File: src/rtl/cache_pkg.sv
// -----------------------------------------------------------------------------
// cache_pkg
//   Constants and types shared between the 2-way cache and its fill logic.
//
//   ADDR_W / DATA_W     byte-address and word widths
//   WORDS_PER_BLOCK     words fetched per miss (power of 2)
//   OFFSET_W            block-offset bits, log2(block size in bytes)
//   CNT_W               fill counter width; one extra bit so that the
//                       value WORDS_PER_BLOCK itself can be held
//   fill_state_t        fill FSM states {IDLE, FILL}
//   word_addr()         byte address of word 'idx' inside a block
// -----------------------------------------------------------------------------
package cache_pkg;

  localparam int ADDR_W          = 16;
  localparam int DATA_W          = 16;
  localparam int WORDS_PER_BLOCK = 8;
  localparam int BYTES_PER_WORD  = DATA_W / 8;
  localparam int OFFSET_W        = $clog2(WORDS_PER_BLOCK * BYTES_PER_WORD);
  localparam int WORD_SHIFT      = $clog2(BYTES_PER_WORD);
  localparam int CNT_W           = $clog2(WORDS_PER_BLOCK) + 1;
  localparam int MISS_COUNT_W    = 16;

  // Clears the block-offset bits of a byte address.
  localparam logic [ADDR_W-1:0] BLOCK_MASK =
    {{(ADDR_W-OFFSET_W){1'b1}}, {OFFSET_W{1'b0}}};

  localparam logic [CNT_W-1:0] CNT_FULL = CNT_W'(WORDS_PER_BLOCK);
  localparam logic [CNT_W-1:0] CNT_LAST = CNT_W'(WORDS_PER_BLOCK - 1);

  typedef enum logic {
    IDLE = 1'b0,
    FILL = 1'b1
  } fill_state_t;

  // Word offsets stay below 2^OFFSET_W, so adding them to a block-aligned
  // base never carries into the tag bits.
  function automatic logic [ADDR_W-1:0] word_addr(
    input logic [ADDR_W-1:0] base,
    input logic [CNT_W-1:0]  idx
  );
    return base + (ADDR_W'(idx) << WORD_SHIFT);
  endfunction

endpackage : cache_pkg

File: src/rtl/fill_counter.sv
// -----------------------------------------------------------------------------
// fill_counter
//   Synchronous up-counter used to track words issued to / received from
//   main memory during a cache fill.
//
//   clk    in   clock, rising edge
//   rst    in   synchronous active-high reset (count -> 0)
//   clr    in   synchronous clear, takes priority over inc
//   inc    in   increment by one this cycle
//   count  out  current count
// -----------------------------------------------------------------------------
module fill_counter #(
  parameter int W = 4
) (
  input  logic         clk,
  input  logic         rst,
  input  logic         clr,
  input  logic         inc,
  output logic [W-1:0] count
);

  always_ff @(posedge clk) begin
    if (rst || clr) begin
      count <= '0;
    end else if (inc) begin
      count <= count + W'(1);
    end
  end

endmodule : fill_counter

File: src/rtl/cache_fill_fsm.sv
// -----------------------------------------------------------------------------
// cache_fill_fsm
//   Miss handler sitting in front of the 2-way cache data/meta arrays. On a
//   miss it fetches the whole block (WORDS_PER_BLOCK words) from pipelined
//   main memory, streams each returned word into the data array and pulses
//   the tag/valid/LRU update together with the last word. fsm_busy stalls
//   the pipeline for the duration of the fill.
//
//   Optional feature: define CACHE_FILL_MISS_COUNTER_EN to add the
//   miss_count output (completed fills, saturating, cleared by rst).
//
//   Ports
//   clk                in   clock, rising edge
//   rst                in   synchronous active-high reset
//   miss_detected      in   cache miss this cycle
//   miss_address       in   byte address of the missing access
//   memory_data        in   word returned by memory
//   memory_data_valid  in   memory_data valid this cycle
//   fsm_busy           out  fill in progress (registered)
//   mem_read_en        out  issue a memory read this cycle
//   memory_address     out  address of the issued read
//   write_data_array   out  write fill_data into the data array this cycle
//   fill_address       out  data-array write address (set/word select)
//   fill_data          out  word to write (memory_data, passed through)
//   write_tag_array    out  one-cycle tag/valid/LRU update pulse
//   miss_count         out  completed fills (CACHE_FILL_MISS_COUNTER_EN only)
//   state_dbg          out  current FSM state, for observation only
//
//   Memory interface: there is no ready/backpressure in either direction.
//   A cycle with mem_read_en=1 is one accepted request; memory must accept
//   it that cycle. A cycle with memory_data_valid=1 delivers one word, in
//   request order; the FSM always consumes it while in FILL and ignores it
//   in IDLE.
// -----------------------------------------------------------------------------
module cache_fill_fsm
  import cache_pkg::*;
(
  input  logic              clk,
  input  logic              rst,
  input  logic              miss_detected,
  input  logic [ADDR_W-1:0] miss_address,
  input  logic [DATA_W-1:0] memory_data,
  input  logic              memory_data_valid,
  output logic              fsm_busy,
  output logic              mem_read_en,
  output logic [ADDR_W-1:0] memory_address,
  output logic              write_data_array,
  output logic [ADDR_W-1:0] fill_address,
  output logic [DATA_W-1:0] fill_data,
  output logic              write_tag_array,
`ifdef CACHE_FILL_MISS_COUNTER_EN
  output logic [MISS_COUNT_W-1:0] miss_count,
`endif
  output fill_state_t       state_dbg
);

  fill_state_t       state;
  logic [ADDR_W-1:0] base;
  logic [CNT_W-1:0]  issue_cnt;
  logic [CNT_W-1:0]  recv_cnt;

  logic issue_active;
  logic recv_fire;
  logic last_word;
  logic cnt_clr;

  // ---------------------------------------------------------------------------
  // Issue and receive run concurrently in FILL: requests go out back to back
  // until all words are requested, while returning words are written as they
  // arrive (gaps allowed). The fill ends on the last received word, not on
  // the last request.
  // ---------------------------------------------------------------------------
  always_comb begin
    issue_active = (state == FILL) && (issue_cnt < CNT_FULL);
    recv_fire    = (state == FILL) && memory_data_valid;
    last_word    = recv_fire && (recv_cnt == CNT_LAST);
    // Counters are held at zero in IDLE, so a fill that starts right after
    // another one, or after an abort, always begins from word 0.
    cnt_clr      = (state == IDLE) || last_word;
  end

  fill_counter #(
    .W (CNT_W)
  ) u_issue_cnt (
    .clk   (clk),
    .rst   (rst),
    .clr   (cnt_clr),
    .inc   (issue_active),
    .count (issue_cnt)
  );

  fill_counter #(
    .W (CNT_W)
  ) u_recv_cnt (
    .clk   (clk),
    .rst   (rst),
    .clr   (cnt_clr),
    .inc   (recv_fire),
    .count (recv_cnt)
  );

  // ---------------------------------------------------------------------------
  // Control FSM. A miss is only accepted from IDLE; a miss raised while busy,
  // including in the cycle of the final word, is dropped and the cache
  // re-raises it once fsm_busy falls.
  // ---------------------------------------------------------------------------
  always_ff @(posedge clk) begin
    if (rst) begin
      state    <= IDLE;
      base     <= '0;
      fsm_busy <= 1'b0;
    end else begin
      case (state)
        IDLE: begin
          if (miss_detected) begin
            base     <= miss_address & BLOCK_MASK;
            state    <= FILL;
            fsm_busy <= 1'b1;
          end
        end
        FILL: begin
          if (last_word) begin
            state    <= IDLE;
            fsm_busy <= 1'b0;
          end
        end
        default: begin
          state    <= IDLE;
          fsm_busy <= 1'b0;
        end
      endcase
    end
  end

  // ---------------------------------------------------------------------------
  // Output decode. The data path is forwarded in the same cycle the word
  // arrives; addresses and data are forced to zero when their strobe is low
  // so that nothing stale is presented to the arrays (and so that every
  // output reads zero under reset).
  // ---------------------------------------------------------------------------
  always_comb begin
    mem_read_en      = issue_active;
    memory_address   = issue_active ? word_addr(base, issue_cnt) : '0;
    write_data_array = recv_fire;
    fill_address     = recv_fire ? word_addr(base, recv_cnt) : '0;
    fill_data        = recv_fire ? memory_data : '0;
    write_tag_array  = last_word;
    state_dbg        = state;
  end

`ifdef CACHE_FILL_MISS_COUNTER_EN
  // Counts completed fills only; an aborted fill never reaches the tag pulse.
  always_ff @(posedge clk) begin
    if (rst) begin
      miss_count <= '0;
    end else if (last_word && (miss_count != '1)) begin
      miss_count <= miss_count + MISS_COUNT_W'(1);
    end
  end
`endif

endmodule : cache_fill_fsm

File: config.mk
export PLATFORM = sky130hd
export DESIGN_NAME = cache_fill_fsm
export DESIGN_NICKNAME = d
export VERILOG_FILES = /design/src/rtl/cache_pkg.sv /design/src/rtl/fill_counter.sv /design/src/rtl/cache_fill_fsm.sv
export SDC_FILE = /design/constraint.sdc
export NUM_CORES = 1
export LEC_CHECK = 0
export ABC_AREA = 0
export CORE_MARGIN = 8
export CORE_UTILIZATION = 35
export CTS_CLUSTER_DIAMETER = 80
export DETAILED_ROUTE_END_ITERATION = 10
export PLACE_DENSITY = 0.78
export SLEW_MARGIN = 10
export SYNTH_ARGS = -nofsm -noshare
export SYNTH_HDL_FRONTEND = slang
export SYNTH_SLANG_ARGS = --single-unit
File: constraint.sdc
create_clock -name clk -period 1.65 [get_ports clk]
set_input_delay 0.2475 -clock clk [delete_from_list [all_inputs] [get_ports clk]]
set_output_delay 0.2475 -clock clk [all_outputs]
set_load 0.01 [all_outputs]
[Word-level counts from Yosys, hierarchy flattened]
Index checks and enable logic that the tools add are counted.
Storage, ports and cells
  input port bits: 36
  register bits after elaboration: 22
  logic and storage cells: 30
  output and inout port bits: 53
Operators by class
  mux-type cells: 9
  $lt $le $gt $ge: 1
  eq/ne operators: 3
  reduce and logical (&&, ||, !) cells: 7
  bitwise operators: 1
  add/subtract/negate cells: 4
Operator list (count)
  $mux 16: 3
  $add 16x5->16: 2
  $add 4x1->4 const B: 2
  $eq 4x3->1 const B: 1
  $lt 4x4->1 const B: 1
  $mux 1: 4
  $ne 2x2->1 const B: 2
  $pmux 1 s2: 2
  $reduce_and 2->1: 2
  $logic_and 1x1->1: 3
  $logic_or 1x1->1: 2
  $not 1->1: 1

[Longest topological paths before layout]
Gate-level depths: netlist (run 1).
  word-level depth: 4
  mapped depth: 5

[Hierarchy]
A second synthesis (run 1) with hierarchy kept.
Unflattened totals
  cell total of the unflattened synthesis: 219
  area, all modules: 1609.0 um2
By module, submodules not included
  cache_fill_fsm: times used 1, cells an instance 185, sequential area each 280.3 um2, area each 1253.7 um2
  fill_counter: times used 2, cells an instance 17, sequential area each 80.1 um2, area each 177.7 um2

[Worst setup path after synthesis (run 1)]
Ideal clock, no wire load.
  kind: register to output
  start: reg base[4]
  end: out memory_address[10]
  setup slack: -0.159 ns
  required time: 1.402 ns
  data arrival time: 1.562 ns
  path buffers: 0
  cell stages (with the launch flop): 6
  cell sequence: dfxtp_1 ha_1 ha_1 nand4_1 or3_2 a21oi_1
Between the ends
  cells in the longest elaborated chain, start to end: 2
Ends and longest elaborated chain
  start, declared: RTL line cache_fill_fsm.sv:58  | logic [ADDR_W-1:0] base;
  start signal, assigned: RTL line cache_fill_fsm.sv:116  | base <= miss_address & BLOCK_MASK;
  $add 16x5->16: RTL line cache_pkg.sv:42  | return base + (ADDR_W'(idx) << WORD_SHIFT);
  $mux 16: RTL line cache_fill_fsm.sv:143  | memory_address = issue_active ? word_addr(base, issue_cnt) : '0;
  end, declared: RTL line cache_fill_fsm.sv:46  | output logic [ADDR_W-1:0] memory_address,
Every way passes these cells.

[Final worst setup path (run 1)]
  start: reg u_issue_cnt.count[3]
  end: out memory_address[14]
Between the ends
  cells in the longest elaborated chain, start to end: 3
  elaborated cells on any way between the ends: 4
  those cells by class: add/sub (1); order compare (1); mux (1); reduce/logical (1)
Ends and longest elaborated chain
  start, declared: RTL line fill_counter.sv:19  | output logic [W-1:0] count
  start signal, assigned: RTL line fill_counter.sv:26  | count <= count + W'(1);
  parallel branches: the longest is 2 deep, another holds $add 16x5->16
  $mux 16 (*): RTL line cache_fill_fsm.sv:143
Mark *: on every way between the ends.

==> qor.txt, run 1 <==
Synth area leader: sky130_fd_sc_hd__dfxtp_1
Sequential cell area fraction in the yosys report: 0.280
Count of TritonRoute iterations in the first routing pass: 4
Area share of the largest cell type after synthesis: 0.280
Most frequent cell after synthesis: sky130_fd_sc_hd__nand2_1
Standard cell area after detailed placement: 0.00270 mm^2
Buffers plus inverters on the worst setup path: 2
Minimum period implied by the final worst setup slack: 2.23 ns
Remaining antenna violation count: 0
Antenna violations before repair: 0
Worst Path Arrival: 1.98 ns
Min-Delay Path Depth: 2
Critical path, cell by cell: ha_4 > ha_4 > nand4_1 > buf_4 > or4_4 > a21oi_2 > buf_2
Core region area: 0.00435 mm^2
Crit path depth: 7
Wire length of the first global-routing pass: 9.80 mm
Ys Warns: 0
Final number of setup-violating endpoints: 17
Number of distinct standard cells referenced by the synthesized netlist: 34
RSZ-0062 raised after global routing: yes
TritonCTS clock tree: yes
Core occupancy in the finished layout: 0.680
Kind of launch point of the worst setup path: flop
Maximum cell stage delay along the critical path: 0.42 ns
Cell Rows: 24
Number of input and output port buffers inserted: 82
Worst setup path class: flop to output pin
DIE HEIGHT: 83.0 um
Final instance area: 0.00296 mm^2
Antenna cell count: 0
Chip Width: 83.0 um
Worst hold path type: flop to flop
Synthesized instance count: 219
Syn Area/Cell: 7.17 um^2
Worst reg-to-reg path cell count: 8
Initial Utilization: 0.361
Vias per Instance: 5.21
Max Cap Viol: 0
Final setup skew: 0.00774 ns
Root buf cell: sky130_fd_sc_hd__clkbuf_8
Total chip power: 1.55 mW
Final worst slack: -0.582 ns
Critical Path Most Common Cell: sky130_fd_sc_hd__ha_4
Per-cell routed wire length: 16.2 um
Outcome: finished, violations left
TritonCTS Buffers: 3
Count of boundary I/O pins: 89
Sink Count: 22
F_max: 448 MHz
Number of pins exceeding their max-slew limit in the final report: 0
Number of enable-type register cells in the synthesized netlist: 0
H-tree depth: 1
Capturing element type of the critical path: output pin
Die Outline Area: 0.00689 mm^2
Data required, critical path: 1.40 ns
Fraction of layout instances using a drive strength above 1: 0.370
Fraction of synthesis flops using an asynchronous set or reset pin: 0
Slew margin rel.: 0.642
Most area-consuming cells after synthesis: sky130_fd_sc_hd__dfxtp_1 28%, sky130_fd_sc_hd__a21oi_1 8.9%, sky130_fd_sc_hd__nand2_1 8.6%
Clock network latency to the later pin of the worst-skew pair: 0.26 ns
Cell area power density: 522 mW/mm^2
Via count of the first global-routing pass: 1986
Clock transition time at the flip-flop clock pins of the worst setup and hold paths: 0.07 ns
WHS: 0.491 ns
Total half-perimeter wirelength after legalization and detailed placement: 4.58 mm
Fill cell total of the finished layout: 355
Slowest library cell on the worst path: sky130_fd_sc_hd__or4_4
Highest net fanout along the worst path: 4
Leading post-synthesis cells by instance count: 36 x sky130_fd_sc_hd__nand2_1, 28 x sky130_fd_sc_hd__a21oi_1, 22 x sky130_fd_sc_hd__dfxtp_1
Total of flip-flops plus latches after synthesis: 22
Family with the most delay on the worst path: simple AND/OR/NAND/NOR gates
Failing checks: setup timing
Leak Pwr: 1.42 nW
Gr ovfl total: 0
Post-Route WL: 6.34 mm
Signed area change from the synthesized netlist to the final layout: 88.5%
Share of the clock period used by the worst path after layout: 1.35
Transition time at the pin with the least slew margin: 0.537 ns
Maximum vdd drop: 0.000489 V
Number of vias in the routed layout: 2031
DRC marker count from the first detailed-route iteration: 93
Number of hold buffers added after cts: 0
Count of final hold-check violations: 0
Post-Syn Area: 0.00157 mm^2
Leading register cell type out of synthesis: sky130_fd_sc_hd__dfxtp_1
Routability congestion estimate from global placement: 0.873
Post-detailed-route DRC marker count: 0
Overall Global Routing Usage: 0.167
Maximum number of pins on one net before global-route repair: 26
Clock buffer depth: 2
Number of nets in the final layout: 381
-- sequential cells by signal (all words and copies together) (netlist names) --
name / flops
state_dbg: 1
u_recv_cnt.count: 4
fsm_busy: 1
base: 12
u_issue_cnt.count: 4
-- final cells by class --
| type | count | area (um^2) | area share |
|---|---|---|---|
| Multi-Input combinational cell | 173 | 1190 | 0.403 |
| Timing Repair Buffer | 133 | 1120 | 0.380 |
| Sequential cell | 22 | 483 | 0.163 |
| Tap cell | 52 | 65.1 | 0.0220 |
| Clock buffer | 3 | 41.3 | 0.0139 |
| Clock inverter | 1 | 30.0 | 0.0101 |
| Inverter | 6 | 23.8 | 0.00803 |
-- repair_timing --
action                                  4_1_cts  5_1_grt
pin swaps                                    10        8
gates resized for setup                     135       33
endpoints found under the setup margin       50       28
setup buffers                                 8        4
-- worst paths after layout --
kind | startpoint | to | slack [ns]
worst max-delay path | u_issue_cnt.count[3] | memory_address[14] | -0.58
worst min-delay path | u_recv_cnt.count[1] | u_recv_cnt.count[1] | 0.49
worst max register to register | u_recv_cnt.count[3] | u_issue_cnt.count[3] | 0.08
worst min register to register | u_recv_cnt.count[1] | u_recv_cnt.count[1] | 0.49
-- placed cells by master (no fill, tap or decap), drive strengths merged, types with 2 or more instances in the layout --
cell type / instances
a21oi: 28
xnor2: 5
xor2: 6
ha: 6
dfxtp: 22
clkdlybuf4s50: 31
nor3: 2
inv: 5
or4: 7
o31ai: 7
nand2b: 3
conb: 2
nand3b: 2
clkbuf: 5
clkdlybuf4s15: 4
nand2: 36
o21a: 2
o21ai: 8
buf: 67
and2: 5
dlymetal6s2s: 6
and3: 20
dlygate4sd2: 23
nand4: 4
nor2: 12
nand3: 7
or3: 6
-- routing by layer --
metal | track usage | share of wire | vias to the layer above
met4 | 0.0511 | 0.018 | 0
met2 | 0.306 | 0.53 | 83
met1 | 0.187 | 0.39 | 938
met3 | 0.0313 | 0.060 | 10
li1 | - | - | 1000
met5 | 0 | 0 | -
-- power breakdown --
part | switching, mW | internal (mW) | total, mW
logic | 0.213 | 0.242 | 0.455
registers | 0.0431 | 0.553 | 0.596
clock network | 0.172 | 0.324 | 0.496
-- cells by family after synthesis --
family,share of synthesized area
muxes,0.00637
DFF,0.280
other,0.00239
and+or+nand+nor,0.362
adders and majority gates,0.0478
buffers and inverters,0.0765
xor gates and xnor gates,0.0614
AOI/OAI and AO/OA,0.163
-- worst reg2reg max path, delay by kind of cell, from the launching register on --
family | cells | cell delay [ns]
and+or+nand+nor | 3 | 0.39
DFF | 1 | 0.37
buffers and inverters | 5 | 0.71
-- metrics by stage --
step	instances	TNS (ns)	setup slack, ns
after floorplan	220	-0.109	-0.0560
after global placement	375	-13.80	-0.627
after detailed placement	375	-14.83	-0.698
after CTS	386	-6.78	-0.534
after global routing	390	-6.88	-0.595
final	390	-5.83	-0.582
Power figures use the tool's default switching activity.
==> run 2, diff against run 1 <==
--- a/config.mk
+++ b/config.mk
@@ -11,6 +11,7 @@
 export CTS_CLUSTER_DIAMETER = 80
 export DETAILED_ROUTE_END_ITERATION = 10
 export PLACE_DENSITY = 0.78
+export REMOVE_ABC_BUFFERS = 1
 export SLEW_MARGIN = 10
 export SYNTH_ARGS = -nofsm -noshare
 export SYNTH_HDL_FRONTEND = slang
==> qor.txt, run 2 (same netlist as run 1, synthesis figures left out) <==
Remaining antenna violation count: 0 (unchanged)
Largest registers: base: 12 flops, u_issue_cnt.count: 4 flops, u_recv_cnt.count: 4 flops
Post-Route WL: 6.95 mm (+9.7%)
Clk pwr share: 0.266 (-0.055)
Switching power as a share of total power: 0.308 (+0.0316)
Family with the most delay on the worst path: simple AND/OR/NAND/NOR gates
P_sw: 458 uW (+7.1%)
Largest register FFs: 12 (unchanged)
Critical path, cell by cell: ha_4 > ha_4 > nand4_1 > buf_4 > or4_4 > a21oi_2 > buf_2
Vias per Instance: 5.37 (+3.1%)
Routed wire length on met2: 3.81 mm (+14%)
Antenna violations before repair: 0 (unchanged)
H-tree depth: 1 (unchanged)
Non-filler instance count after layout: 403 (+3.3%)
Maximum number of pins on one net before global-route repair: 26 (unchanged)
Most frequent cells in the layout: 59 x sky130_fd_sc_hd__buf_4, 35 x sky130_fd_sc_hd__nand2_1, 31 x sky130_fd_sc_hd__clkdlybuf4s50_1
Leak Pwr: 1.39 nW (-2.6%)
Number of nets in the final layout: 394 (+3.4%)
Number of vias in the routed layout: 2163 (+6.5%)
Slowest library cell on the worst path: sky130_fd_sc_hd__or4_4
Outcome: finished, violations left
Final number of setup-violating endpoints: 20 (+3)
Clock transition time at the flip-flop clock pins of the worst setup and hold paths: 0.08 ns (about the same)
Maximum cell stage delay along the critical path: 0.42 ns (about the same)
Antenna cell count: 0 (unchanged)
Instance count after placement with tap cells included: 391 (+4.3%)
Cell area power density: 493 mW/mm^2 (-5.7%)
TritonCTS clock tree: yes
Cell Rows: 24 (unchanged)
Core region area: 0.00435 mm^2 (unchanged)
Combinational group share of total power: 0.330 (+0.036)
TritonCTS Buffers: 3 (unchanged)
DRC marker count from the first detailed-route iteration: 160 (+72%)
Count of boundary I/O pins: 89 (unchanged)
Worst hold path type: input pin to flop
Top routing layer in use: met4
Count of TritonRoute iterations in the first routing pass: 4 (unchanged)
RSZ-0062 raised after global routing: yes
Number of pins exceeding their max-slew limit in the final report: 0 (unchanged)
Overall Global Routing Usage: 0.183 (+0.0166)
Final worst slack: -0.526 ns (+0.0565 ns)
Core occupancy in the finished layout: 0.693 (+0.0132)
Failing checks: setup timing
Signed area change from the synthesized netlist to the final layout: 92.2%
Clock buffer depth: 2 (unchanged)
Gr ovfl total: 0 (unchanged)
Number of input and output port buffers inserted: 82 (unchanged)
Die Outline Area: 0.00689 mm^2 (unchanged)
Minimum period implied by the final worst setup slack: 2.18 ns (-0.0565 ns)
Chip Width: 83.0 um (unchanged)
Standard cell area after detailed placement: 0.00278 mm^2 (+3.1%)
Per-cell routed wire length: 17.3 um (+6.2%)
Highest net fanout along the worst path: 3 (-1)
Fraction of layout instances using a drive strength above 1: 0.402 (+0.0319)
Sink Count: 22 (unchanged)
Kind of launch point of the worst setup path: flop
DIE HEIGHT: 83.0 um (unchanged)
Count of final hold-check violations: 0 (unchanged)
Wire length on met1: 2.57 mm (+3.3%)
Initial Utilization: 0.361 (unchanged)
Routability congestion estimate from global placement: 0.904 (+3.6%)
Via count of the first global-routing pass: 2185 (+10%)
Max Cap Viol: 0 (unchanged)
Part of the power in registers: 0.404 (+0.018)
Internal power: 1.03 mW (-8.1%)
Maximum vdd drop: 0.000368 V (-25%)
Wire length of the first global-routing pass: 10.8 mm (+11%)
F_max: 460 MHz (+2.6%)
Setup slack on the worst flop-to-flop path: 0.25 ns (+0.17 ns)
Total half-perimeter wirelength after legalization and detailed placement: 4.65 mm (+1.7%)
Data required, critical path: 1.40 ns (about the same)
Final setup skew: 0.00353 ns (-0.00422 ns)
Buffers plus inverters on the worst setup path: 2 (unchanged)
Post-detailed-route DRC marker count: 0 (unchanged)
Largest reg by FF count: base
Final instance area: 0.00302 mm^2 (+1.9%)
Fill cell total of the finished layout: 327 (-7.9%)
Worst Path Arrival: 1.93 ns (-0.05 ns)
Post-Route Setup TNS: -6.26 ns (-0.430 ns)
Critical Path Most Common Cell: sky130_fd_sc_hd__ha_4
Worst setup path class: flop to output pin
Clock network latency to the later pin of the worst-skew pair: 0.27 ns (about the same)
Most frequent standard cell in the layout excluding fill and tap cells: sky130_fd_sc_hd__buf_4
Root buf cell: sky130_fd_sc_hd__clkbuf_8
Share of the clock period used by the worst path after layout: 1.32 (-0.0343)
Met3 wire len: 354 um (-6.8%)
Capturing element type of the critical path: output pin
[run 2: cell type report]
class                           instances  area (um^2)  share of cell area
Sequential cell                        22          464               0.154
Timing Repair Buffer                  146         1180               0.391
Multi-Input combinational cell        173         1230               0.406
Inverter                                6         27.5             0.00912
Clock buffer                            4         55.1              0.0182
Tap cell                               52         65.1              0.0216
[run 2: worst paths after layout]
check                            start                   end  cells after the start
setup / recovery  u_issue_cnt.count[3]    memory_address[14]                      7
setup reg to reg   u_recv_cnt.count[1]  u_issue_cnt.count[3]                      6
hold / removal         miss_address[6]               base[6]                      3
hold reg to reg   u_issue_cnt.count[1]  u_issue_cnt.count[1]                      2
[run 2: per-stage QoR]
stage | hold slack [ns] | power (mW) | setup slack [ns]
after floorplan | 0.317 | 0.751 | -0.167
after global placement | 0.467 | 1.06 | -0.652
after detailed placement | 0.465 | 1.07 | -0.680
after CTS | 0.478 | 1.45 | -0.451
after global routing | 0.519 | 1.55 | -0.591
final | 0.513 | 1.49 | -0.526
[run 2: repair_timing]
action	in CTS	in global routing
resized for setup	167	32
buffers inserted	7	2
endpoints found under the setup margin	50	29
pin swaps	12	7
hold buffers	0	0
[run 2: worst min-delay path, delay by kind of cell]
| family | cells | cell delay [ns] |
|---|---|---|
| AO/OA/AOI/OAI | 1 | 0.05 |
| buffers and inverters | 1 | 0.40 |
| AND/OR/NAND/NOR | 1 | 0.06 |
[run 2: layer usage]
| layer | global-route usage | up-vias |
|---|---|---|
| li1 | - | 1024 |
| met1 | 0.197 | 1034 |
| met2 | 0.347 | 84 |
| met3 | 0.0244 | 21 |
| met4 | 0.0735 | 0 |
| met5 | 0 | - |
[run 2: power by group through the flow]
| stage | Combinational, mW | Clock, mW | Sequential (mW) |
|---|---|---|---|
| 4_1_cts | 0.468 | 0.389 | 0.598 |
| 5_1_grt | 0.530 | 0.419 | 0.605 |
| 6_report | 0.490 | 0.395 | 0.601 |
| 2_1_floorplan | 0.135 | 0 | 0.616 |
| 3_3_place_gp | 0.453 | 0 | 0.602 |
| 3_5_place_dp | 0.463 | 0 | 0.602 |
